**config.mk**
```make
export PLATFORM = sky130hd
export DESIGN_NAME = bpred_table_sched
export DESIGN_NICKNAME = d
export VERILOG_FILES = /design/src/rtl/bpred_table_sched.sv
export SDC_FILE = /design/constraint.sdc
export NUM_CORES = 1
export LEC_CHECK = 0
export CORE_MARGIN = 3
export CORE_UTILIZATION = 49
export DETAILED_ROUTE_END_ITERATION = 8
export PLACE_DENSITY = 0.73
export SLEW_MARGIN = 0
export SYNTH_ARGS = -nofsm -noshare
export SYNTH_HDL_FRONTEND = slang
export SYNTH_SLANG_ARGS = --single-unit
export TNS_END_PERCENT = 30
```
**constraint.sdc**
```tcl
create_clock -name clk -period 2.9 [get_ports clk]
set_input_delay 0.58 -clock clk [delete_from_list [all_inputs] [get_ports clk]]
set_output_delay 0.58 -clock clk [all_outputs]
set_load 0.01 [all_outputs]
```
**src/rtl/bpred_table_sched.sv**
```systemverilog
// Scheduler for the single-ported gselect counter table: clears the table after reset,
// queues execute-stage counter updates, and arbitrates the port between lookups and writes.
module bpred_table_sched #(
  parameter int unsigned IDX_W      = 12,
  parameter int unsigned FIFO_DEPTH = 4,
  parameter int unsigned STARVE_MAX = 8,
  parameter logic [1:0]  INIT_VAL   = 2'b01
) (
  input  logic             clk,
  input  logic             reset,
  input  logic             fetch_req,
  input  logic [IDX_W-1:0] fetch_idx,
  output logic             fetch_gnt,
  output logic             fetch_stall,
  input  logic             ex_upd_valid,
  input  logic [IDX_W-1:0] ex_upd_idx,
  input  logic             ex_upd_dir,
  input  logic [1:0]       ex_upd_ctr,
  output logic             ex_upd_ready,
  output logic             tbl_en,
  output logic             tbl_we,
  output logic [IDX_W-1:0] tbl_addr,
  output logic [1:0]       tbl_wdata,
  output logic             init_busy,
  output logic [15:0]      stall_cnt
);

  localparam int unsigned PTR_W = $clog2(FIFO_DEPTH);
  localparam int unsigned CNT_W = PTR_W + 1;
  localparam int unsigned STV_W = $clog2(STARVE_MAX + 1);

  typedef enum logic [0:0] {S_INIT = 1'b0, S_RUN = 1'b1} state_t;

  state_t             state, state_nxt;
  logic [IDX_W-1:0]   init_ptr;
  logic [IDX_W-1:0]   fifo_idx [FIFO_DEPTH];
  logic [1:0]         fifo_ctr [FIFO_DEPTH];
  logic [PTR_W-1:0]   rd_ptr, wr_ptr;
  logic [CNT_W-1:0]   count;
  logic [STV_W-1:0]   starve_cnt;
  logic               push, pop, fifo_nonempty, force_upd;
  logic [1:0]         new_ctr;

  // State register
  always_ff @(posedge clk or negedge reset) begin
    if (!reset) state <= S_INIT;
    else        state <= state_nxt;
  end

  // Next-state: leave INIT once the last entry has been written
  always_comb begin
    state_nxt = state;
    if (state == S_INIT && init_ptr == {IDX_W{1'b1}}) state_nxt = S_RUN;
  end

  assign fifo_nonempty = (count != '0);
  assign force_upd     = fifo_nonempty &&
                         (count == CNT_W'(FIFO_DEPTH) || starve_cnt == STV_W'(STARVE_MAX));

  // Port arbitration: forced update > fetch lookup > opportunistic update
  always_comb begin
    tbl_en       = 1'b0;
    tbl_we       = 1'b0;
    tbl_addr     = '0;
    tbl_wdata    = '0;
    fetch_gnt    = 1'b0;
    pop          = 1'b0;
    init_busy    = (state == S_INIT);
    ex_upd_ready = (state == S_RUN) && (count < CNT_W'(FIFO_DEPTH));
    if (state == S_INIT) begin
      tbl_en    = 1'b1;
      tbl_we    = 1'b1;
      tbl_addr  = init_ptr;
      tbl_wdata = INIT_VAL;
    end else if (force_upd || (!fetch_req && fifo_nonempty)) begin
      tbl_en    = 1'b1;
      tbl_we    = 1'b1;
      tbl_addr  = fifo_idx[rd_ptr];
      tbl_wdata = fifo_ctr[rd_ptr];
      pop       = 1'b1;
    end else if (fetch_req) begin
      tbl_en    = 1'b1;
      tbl_addr  = fetch_idx;
      fetch_gnt = 1'b1;
    end
  end

  assign fetch_stall = fetch_req & ~fetch_gnt;
  assign push        = ex_upd_valid & ex_upd_ready;

  // 2-bit saturating counter step, applied before the entry is queued
  always_comb begin
    new_ctr = ex_upd_ctr;
    if (ex_upd_dir) begin
      if (ex_upd_ctr != 2'd3) new_ctr = ex_upd_ctr + 2'd1;
    end else begin
      if (ex_upd_ctr != 2'd0) new_ctr = ex_upd_ctr - 2'd1;
    end
  end

  // FIFO payload storage
  always_ff @(posedge clk) begin
    if (push) begin
      fifo_idx[wr_ptr] <= ex_upd_idx;
      fifo_ctr[wr_ptr] <= new_ctr;
    end
  end

  // Control state: init sweep pointer, FIFO pointers, starvation and stall counters
  always_ff @(posedge clk or negedge reset) begin
    if (!reset) begin
      init_ptr   <= '0;
      rd_ptr     <= '0;
      wr_ptr     <= '0;
      count      <= '0;
      starve_cnt <= '0;
      stall_cnt  <= '0;
    end else begin
      if (state == S_INIT) init_ptr <= init_ptr + IDX_W'(1);
      if (push) wr_ptr <= wr_ptr + PTR_W'(1);
      if (pop)  rd_ptr <= rd_ptr + PTR_W'(1);
      count <= count + CNT_W'(push) - CNT_W'(pop);
      if (pop || !fifo_nonempty)
        starve_cnt <= '0;
      else if (fetch_gnt && starve_cnt != STV_W'(STARVE_MAX))
        starve_cnt <= starve_cnt + STV_W'(1);
      if (state == S_RUN && fetch_stall && stall_cnt != 16'hFFFF)
        stall_cnt <= stall_cnt + 16'd1;
    end
  end

endmodule

```
==> Word level (Yosys, flattened, before mapping) <==
Memory sizes are Yosys's and may differ from the RTL's.
Index checks and enable logic that the tools add are counted.
{ "classes": {"add_sub_neg": 9, "n_mux": 20, "eq_ne": 6, "bitwise": 4, "n_mul": 0, "order_cmp": 1, "reduce_logical": 15, "shift": 0, "n_div": 0} }
{ "op_table": {"columns": ["operator", "count"], "rows": [
  ["12-bit two-way mux", 3],
  ["16-bit by 1-bit adder with 16-bit output (second input constant)", 1],
  ["16-bit inequality test (second input constant)", 1],
  ["12-bit by 1-bit adder with 12-bit output (second input constant)", 1],
  ["12-bit == test (second input constant)", 1],
  ["1-bit two-way mux", 10],
  ["2-bit two-way mux", 5],
  ["4-bit two-way mux", 2],
  ["1-bit logical AND", 7],
  ["2-bit by 1-bit adder with 2-bit output (second input constant)", 3],
  ["4-bit by 1-bit adder with 4-bit output (second input constant)", 1],
  ["4-bit == test (second input constant)", 1],
  ["4-bit inequality test (second input constant)", 1],
  ["2-bit nonzero test", 2],
  ["3-bit by 1-bit adder with 3-bit output", 1],
  ["3-bit == test (second input constant)", 1],
  ["1-bit logical OR", 3],
  ["3-bit < comparator (second input constant)", 1],
  ["3-bit nonzero test", 1],
  ["3-bit by 1-bit subtractor with 3-bit output", 1],
  ["1-bit bitwise AND", 2],
  ["1-bit logical NOT", 2],
  ["2-bit inequality test (second input constant)", 1],
  ["1-bit inverter", 2],
  ["2-bit by 1-bit subtractor with 2-bit output (second input constant)", 1]
]} }
{ "totals": {"output_inout_bits": 36, "ram_bits": 56, "input_bits": 31, "mem_count": 2, "regBits": 40, "elab_cells": 64, "latch_bits": 0, "rom_bits": 0} }
{ "memory_table": {"columns": ["memory", "depth", "word_bits", "read_ports", "rd_clocked_by_memory_dff", "wr", "line", "text"], "rows": [
  ["fifo_idx", 4, 12, 1, 0, 1, "36", "logic [IDX_W-1:0] fifo_idx [FIFO_DEPTH];"],
  ["fifo_ctr", 4, 2, 1, 0, 1, "37", "logic [1:0] fifo_ctr [FIFO_DEPTH];"]
]} }

==> Depth between registers and ports, before layout <==
Gate-level depths: netlist (run 1).
{ "logic_depth": {"word_depth": 10, "ltp_mapped": 15, "mapped_depth_nobuf": 13} }

==> Worst setup path after synthesis (run 1) <==
No wires, ideal clock.
{ "synth_path": {"path_type": "flip-flop to flip-flop", "start": "register starve_cnt[0]", "end": "register count[2]", "n_path_buf": 2, "path_slack_ps": 227, "required_time_ps": 2775, "path_stages_with_launch": 16, "t_arrival_ps": 2548, "synth_period_minus_slack_ps": 2673, "path_cell_list": "dfrtp_1 -> inv_1 -> ha_1 -> and3b_1 -> buf_6 -> o22a_2 -> buf_4 -> nand2_1 -> inv_1 -> ha_1 -> inv_1 -> ha_1 -> inv_1 -> fa_1 -> xnor2_1 -> xnor2_1"} }
{ "synth_via": {"elab_chain_len": 7} }
{ "synth_rtl": {"columns": ["item", "line", "text"], "rows": [
  ["start: declaration", "40", "logic [STV_W-1:0] starve_cnt;"],
  ["start signal: assignment", "126", "starve_cnt <= starve_cnt + STV_W'(1);"],
  ["4-bit == test", "58", "(count == CNT_W'(FIFO_DEPTH) || starve_cnt == STV_W'(STARVE_MAX));"],
  ["1-bit logical OR", "58", null],
  ["1-bit logical AND", "57", "assign force_upd = fifo_nonempty &&"],
  ["1-bit logical OR", "75", "end else if (force_upd || (!fetch_req && fifo_nonempty)) begin"],
  ["1-bit two-way mux", "75", null],
  ["1-bit two-way mux", "70", "if (state == S_INIT) begin"],
  ["net pop", "41", "logic push, pop, fifo_nonempty, force_upd;"],
  ["3-bit by 1-bit subtractor with 3-bit output", "122", "count <= count + CNT_W'(push) - CNT_W'(pop);"],
  ["end signal: assignment", "122", null],
  ["end: declaration", "39", "logic [CNT_W-1:0] count;"]
]} }
The timed path passes the listed nets, and every way through them passes these cells.
A chain may end at the register's enable or synchronous reset.

==> Worst setup path in the final report (run 1) <==
{ "layout_path": {"start": "register starve_cnt[0]", "end": "output tbl_addr[2]"} }
{ "layout_via": {"elab_chain_len": 6} }
{ "layout_rtl": {"columns": ["item", "line", "text"], "rows": [
  ["4-bit == test", "58", null],
  ["1-bit logical OR", "58", null],
  ["1-bit logical AND", "57", null],
  ["1-bit logical OR", "75", null],
  ["12-bit two-way mux", "75", null],
  ["12-bit two-way mux", "70", null],
  ["end: declaration", "22", "output logic [IDX_W-1:0] tbl_addr,"]
]} }
No other way between the ends.

==> results of run 1 <==
[cells in the mapped netlist (all sizes together), types with 4 or more instances]
library cell / instances
nand4: 9
and2: 6
edfxtp: 56
o21ai: 7
nor2: 10
dfrtp: 40
nand3: 11
ha: 10
o2111ai: 4
mux4: 14
a221o: 8
inv: 15
mux2: 4
xnor2: 29
a31oi: 4
buf: 8
and3: 18
nand2: 16
clkbuf: 5
[path summary, 6_finish.rpt]
path                               start            end  slack, ns  cells after the start
hold reg to reg            stall_cnt[14]  stall_cnt[14]       0.50                      1
max in group asynchronous          reset  stall_cnt[12]       2.01                      1
setup reg to reg           starve_cnt[0]       count[2]       0.21                     14
hold / removal                     reset   init_ptr[10]       0.33                      1
setup / recovery           starve_cnt[0]    tbl_addr[2]       0.14                      8
min in group clk           stall_cnt[14]  stall_cnt[14]       0.50                      1
[cells by family (layout without fill, tap and decap cells)]
| family | after synthesis | in the layout | share of synthesized area, % |
|---|---|---|---|
| muxes | 19 | 19 | 9.313 |
| xor gates and xnor gates | 31 | 31 | 6.087 |
| and+or+nand+nor | 85 | 85 | 10.97 |
| DFF | 96 | 96 | 60.14 |
| buffers and inverters | 28 | 126 | 3.337 |
| AOI/OAI and AO/OA | 37 | 38 | 6.452 |
| adders and majority gates | 13 | 13 | 3.703 |
[flip-flops by register name, indices dropped and copies added, names as in the netlist, 2 cells and up]
signal      cells
rd_ptr          2
stall_cnt      16
fifo_idx       48
init_ptr       12
fifo_ctr        8
wr_ptr          2
starve_cnt      4
count           3
[critical path, cell delays in order (launching register included)]
cell,delay [ns]
dfrtp_1,0.36
inv_1,0.05
ha_1,0.21
and3b_2,0.26
buf_4,0.15
o22a_4,0.21
and3_1,0.16
a221o_1,0.27
clkbuf_2,0.14
[per-stage QoR]
stage / power (uW) / cell area [um^2]
after floorplan: 1483 / 4461
after global placement: 1546 / 5356
after detailed placement: 1549 / 5356
after CTS: 2473 / 5617
after global routing: 2528 / 5620
final: 2442 / 5620
[final cells by class]
class                      count  area, um^2
timing repair buffer          95       862.1
fill                         652        3143
clock buffer                   9       123.9
multi-input combinational    186        1662
sequential                    96        2683
inverter                      15       56.30
clock inverter                 7       98.84
tap                          108       135.1
[timing repair]
item                                   CTS  global route
buffers inserted                         4             2
pin swaps                                1             0
gates cloned                             1             0
endpoints found under the hold margin    0             0
resized for setup                       19            20
setup endpoints to repair               18            11
[per-layer routing]
| metal | wire length (um) | GRT usage, % | up-vias |
|---|---|---|---|
| met2 | 4722 | 33.05 | 83 |
| met5 | 0 | 0 | - |
| li1 | - | - | 1377 |
| met3 | 449 | 4.408 | 12 |
| met1 | 3795 | 23.59 | 1450 |
| met4 | 97 | 5.010 | 0 |
[power groups by stage]
stage	Clock [uW]	Combinational (uW)	Sequential [uW]
after floorplan	0	6.03	1480
after global placement	0	69.9	1480
after detailed placement	0	72.8	1480
after CTS	953	72.8	1450
after global routing	1000	77.7	1450
final	924	70.8	1450
==> reports/metrics.yaml, run 1 <==
status: "complete, no violations"
layout_commonest_cell: "edfxtp_1"
period_needed_ns: 2.759
synth_area_leaders: "edfxtp_1 (38%), dfrtp_1 (22%), mux4_1 (7.1%)"
post-dp-hpwl_um: 6255
finalSetupViolations: 0
slew_viol_final: 0
hold_class: "in -> async"
die-area_um2: 10280
p_per_area_nw_per_um2: 434.5
synth.distinct_cells: 52
internal_power_uw: 1850
fin_ws_ns: 0.1409
avgSynthCellArea_um2: 14.44
worst_pin_slew_ns: 0.9109
clock_sinks: 96
clockBufferDepth: 2
worstPathMaxFanout: 7
synth.net_count: 351
vias: 2922
crit_arrival_ns: 2.18
timing.hold.ws_ns: 0.3309
grt_pass1_wl_um: 14740
h-tree-depth: 3
leakagePower_uw: 0.002260
drive_above_1_share_pct: 17.16
critPathRequiredTime_ns: 2.32
p_comb_share_pct: 2.9
die_y_um: 101.4
synth_edf_count: 56
cts_root_buf: "clkbuf_8"
grt_pass1_vias: 2912
finalNetCount: 445
wl_per_cell_um: 17.57
cts_tree: "done"
synth_top_cell_by_area: "edfxtp_1"
yosysWarnings: 0
cp-start-kind: "flip-flop"
cts_inserted_buffers: 9
synth_flop_cell: "edfxtp_1"
yosysSeqAreaShare_pct: 60.14
max_freq_ghz: 0.3624
io_pins: 67
die_w_um: 101.4
numPortBuffers: 66
firstDrtPassIters: 4
fin_tns_setup_ns: 0
grt_util_all_layers_pct: 18.87
row_count: 34
critPathKind: "reg -> out"
maxCapViolations: 0
postRouteAntennaNets: 0
netSwitchingFraction_pct: 24.26
diodes: 0
synth_top_area_share_pct: 37.70
syn_area_um2: 4461
start_util_pct: 50.90
drcViolationCount: 0
max_slew_margin_pct: 39.27
syn2layout_area_growth_pct: 26.00
cts_hold_buffers: 0
vdd_drop_max_uv: 325.1
yosys_register_bits: 96
utilization_pct: 64.13
overflow: 0
core-area_um2: 8763
drt_iter0_drc: 77
antenna_found_initial: 0
fin_crit_sh_pct: 95.14
final_cell_mix: "edfxtp_1 (56), clkdlybuf4s50_1 (46), dfrtp_1 (40)"
rsz0062_at_grt: "no"
routabilityCongestion: 0.8427
pwr-share-seq_pct: 59.2
hold_violations: 0
worstSetupEndpointType: "output port"
grt_max_degree: 41
routed_via_density: 5.663
clk_latency_ns: 0.38
drt-total-wl_um: 9065
dpl_worst_slack_ns: -0.2035
fin_skew_ns: 0.01095
fin_cells: 516
clockPowerShare_pct: 37.9
ys_async_sr_fraction_pct: 41.67
synthCells: 309
net-switching-power_uw: 592.4
dpl.cell_count: 493
path_clk_slew_ns: 0.10
Power figures use the tool's default switching activity.
==> inputs of run 2 (changes only) <==
--- a/config.mk
+++ b/config.mk
@@ -5,10 +5,10 @@
 export SDC_FILE = /design/constraint.sdc
 export NUM_CORES = 1
 export LEC_CHECK = 0
-export CORE_MARGIN = 3
-export CORE_UTILIZATION = 49
+export CAP_MARGIN = 20
+export CORE_UTILIZATION = 54
 export DETAILED_ROUTE_END_ITERATION = 8
-export PLACE_DENSITY = 0.73
+export PLACE_DENSITY = 0.77
 export SLEW_MARGIN = 0
 export SYNTH_ARGS = -nofsm -noshare
 export SYNTH_HDL_FRONTEND = slang
==> constraint.sdc (replaced) <==
create_clock -name clk -period 2.84 [get_ports clk]
set_input_delay 0.568 -clock clk [delete_from_list [all_inputs] [get_ports clk]]
set_output_delay 0.568 -clock clk [all_outputs]
set_load 0.01 [all_outputs]
==> reports/metrics.yaml, run 2 (same netlist as run 1, synthesis figures left out) <==
hold_class: "in -> async"
cts_tree: "done"
max_freq_ghz: 0.3643
cp_top_family: "buffers and inverters"
power.total_uw: 2486
hold_violations: 0
firstDrtPassIters: 5
largest_register: "fifo_idx"
netSwitchingFraction_pct: 21.74
critPathRequiredTime_ns: 2.27
net-switching-power_uw: 540.3
clockBufferDepth: 2
fin_skew_ns: 0.007799
cp-start-kind: "flip-flop"
slew_viol_final: 0
leakagePower_uw: 0.002199
diodes: 0
vdd_drop_max_uv: 469.4
path_clk_slew_ns: 0.10
r2r_setup_slack_ns: 0.24
cts_inserted_buffers: 9
worstSetupEndpointType: "output port"
finalNetCount: 440
utilization_pct: 71.09
antenna_found_initial: 1
fin_tns_setup_ns: 0
grt_pass1_vias: 2853
start_util_pct: 56.84
grt_pass1_wl_um: 14210
grt_max_degree: 41
layout_commonest_cell: "edfxtp_1"
drt_iter0_drc: 143
postRouteAntennaNets: 0
path_common_cell: "buf_4"
h-tree-depth: 3
routed_via_density: 5.758
period_needed_ns: 2.745
largest_reg_flops: 48
numPortBuffers: 66
r2r_cells: 13
grt_util_all_layers_pct: 22.03
multi_input_area_um2: 1662
r2r-start: "starve_cnt[0]"
maxCapViolations: 0
max_slew_margin_pct: 40.11
fin_area_um2: 5579
top_regs: "fifo_idx: 48 flops, stall_cnt: 16 flops, init_ptr: 12 flops"
place_area_um2: 5299
vias: 2908
reg2reg_to: "count[2]"
syn2layout_area_growth_pct: 25.08
drive_above_1_share_pct: 14.89
clk_latency_ns: 0.36
clock_sinks: 96
routabilityCongestion: 0.7728
crit_chain: "inv_1 -> ha_1 -> and3b_2 -> buf_4 -> o22ai_4 -> buf_4 -> nand2_1 -> and2_1 -> dlygate4sd2_1"
die-area_um2: 8628
core-area_um2: 7848
drt-total-wl_um: 8744
internal_power_uw: 1945
max_stage_delay_ns: 0.36
crit_arrival_ns: 2.18
p_comb_share_pct: 2.7
clockPowerShare_pct: 37.8
die_y_um: 92.89
fill_cells: 565
finalSetupViolations: 0
worstPathMaxFanout: 6
cts_hold_buffers: 0
io_pins: 67
wl_per_cell_um: 17.31
status: "complete, no violations"
pwr-share-seq_pct: 59.4
cts_root_buf: "clkbuf_8"
rsz0062_at_grt: "yes"
final_cell_mix: "edfxtp_1 (56), clkdlybuf4s50_1 (46), dfrtp_1 (40)"
drcViolationCount: 0
worst_pin_slew_ns: 0.8984
seq_area_um2: 2683
overflow: 0
p_per_area_nw_per_um2: 445.5
cp_num_buf_inv: 4
die_w_um: 92.89
post-dp-hpwl_um: 5943
critPathKind: "reg -> out"
slowest_stage: "dfrtp_1"
row_count: 32
fin_crit_sh_pct: 96.67
## run 2: worst max-delay path by stage
stage	from	end	cells after the start
floorplan	starve_cnt[0]	count[2]	15
CTS	starve_cnt[0]	tbl_addr[9]	7
detailed placement	fetch_req	tbl_addr[9]	6
finish	starve_cnt[0]	fetch_stall	9
global placement	fetch_req	tbl_addr[8]	6
global route	starve_cnt[0]	fetch_stall	9
## run 2: timing repair
item,in CTS,in global routing
gates cloned,1,0
buffers inserted,5,1
pin swaps,1,1
gates resized for setup,25,12
endpoints found under the setup margin,18,12
## run 2: area by class of cell
| type | instances | area share (%) |
|---|---|---|
| well taps | 102 | 2.288 |
| flip-flops and latches | 96 | 48.08 |
| repair buffers | 90 | 15.07 |
| multi-input cells | 186 | 29.78 |
| clock inverters | 7 | 1.547 |
| inverters | 15 | 1.009 |
| clock buffers | 9 | 2.220 |
## run 2: power groups by stage
stage	Combinational (uW)	Clock, uW	Sequential, uW
finish	68.2	940	1480
global route	74.8	1020	1480
CTS	69.7	963	1480
detailed placement	70.2	0	1510
global placement	67.9	0	1510
floorplan	6.15	0	1510
## run 2: per-stage QoR
stage | hold WS (ns) | setup slack [ns] | instances
6_report | 0.3207 | 0.09464 | 505
5_1_grt | 0.3808 | -0.02083 | 505
3_3_place_gp | 0.4804 | -0.2239 | 482
4_1_cts | 0.3428 | 0.02662 | 504
3_5_place_dp | 0.4913 | -0.2658 | 482
2_1_floorplan | 0.2724 | 0.1668 | 309
## run 2: routing by layer
| metal | vias up | wire [um] | GRT usage, % |
|---|---|---|---|
| met5 | - | 17 | 0 |
| met4 | 2 | 150 | 9.744 |
| li1 | 1360 | - | - |
| met3 | 18 | 402 | 4.187 |
| met2 | 84 | 4265 | 35.05 |
| met1 | 1444 | 3907 | 29.60 |
==> inputs of run 3 (changes only) <==
--- a/config.mk
+++ b/config.mk
@@ -5,7 +5,6 @@
 export SDC_FILE = /design/constraint.sdc
 export NUM_CORES = 1
 export LEC_CHECK = 0
-export CAP_MARGIN = 20
 export CORE_UTILIZATION = 54
 export DETAILED_ROUTE_END_ITERATION = 8
 export PLACE_DENSITY = 0.77
==> results of run 3 <==
Final layout, timing and power as in run 2 (identical DEF).
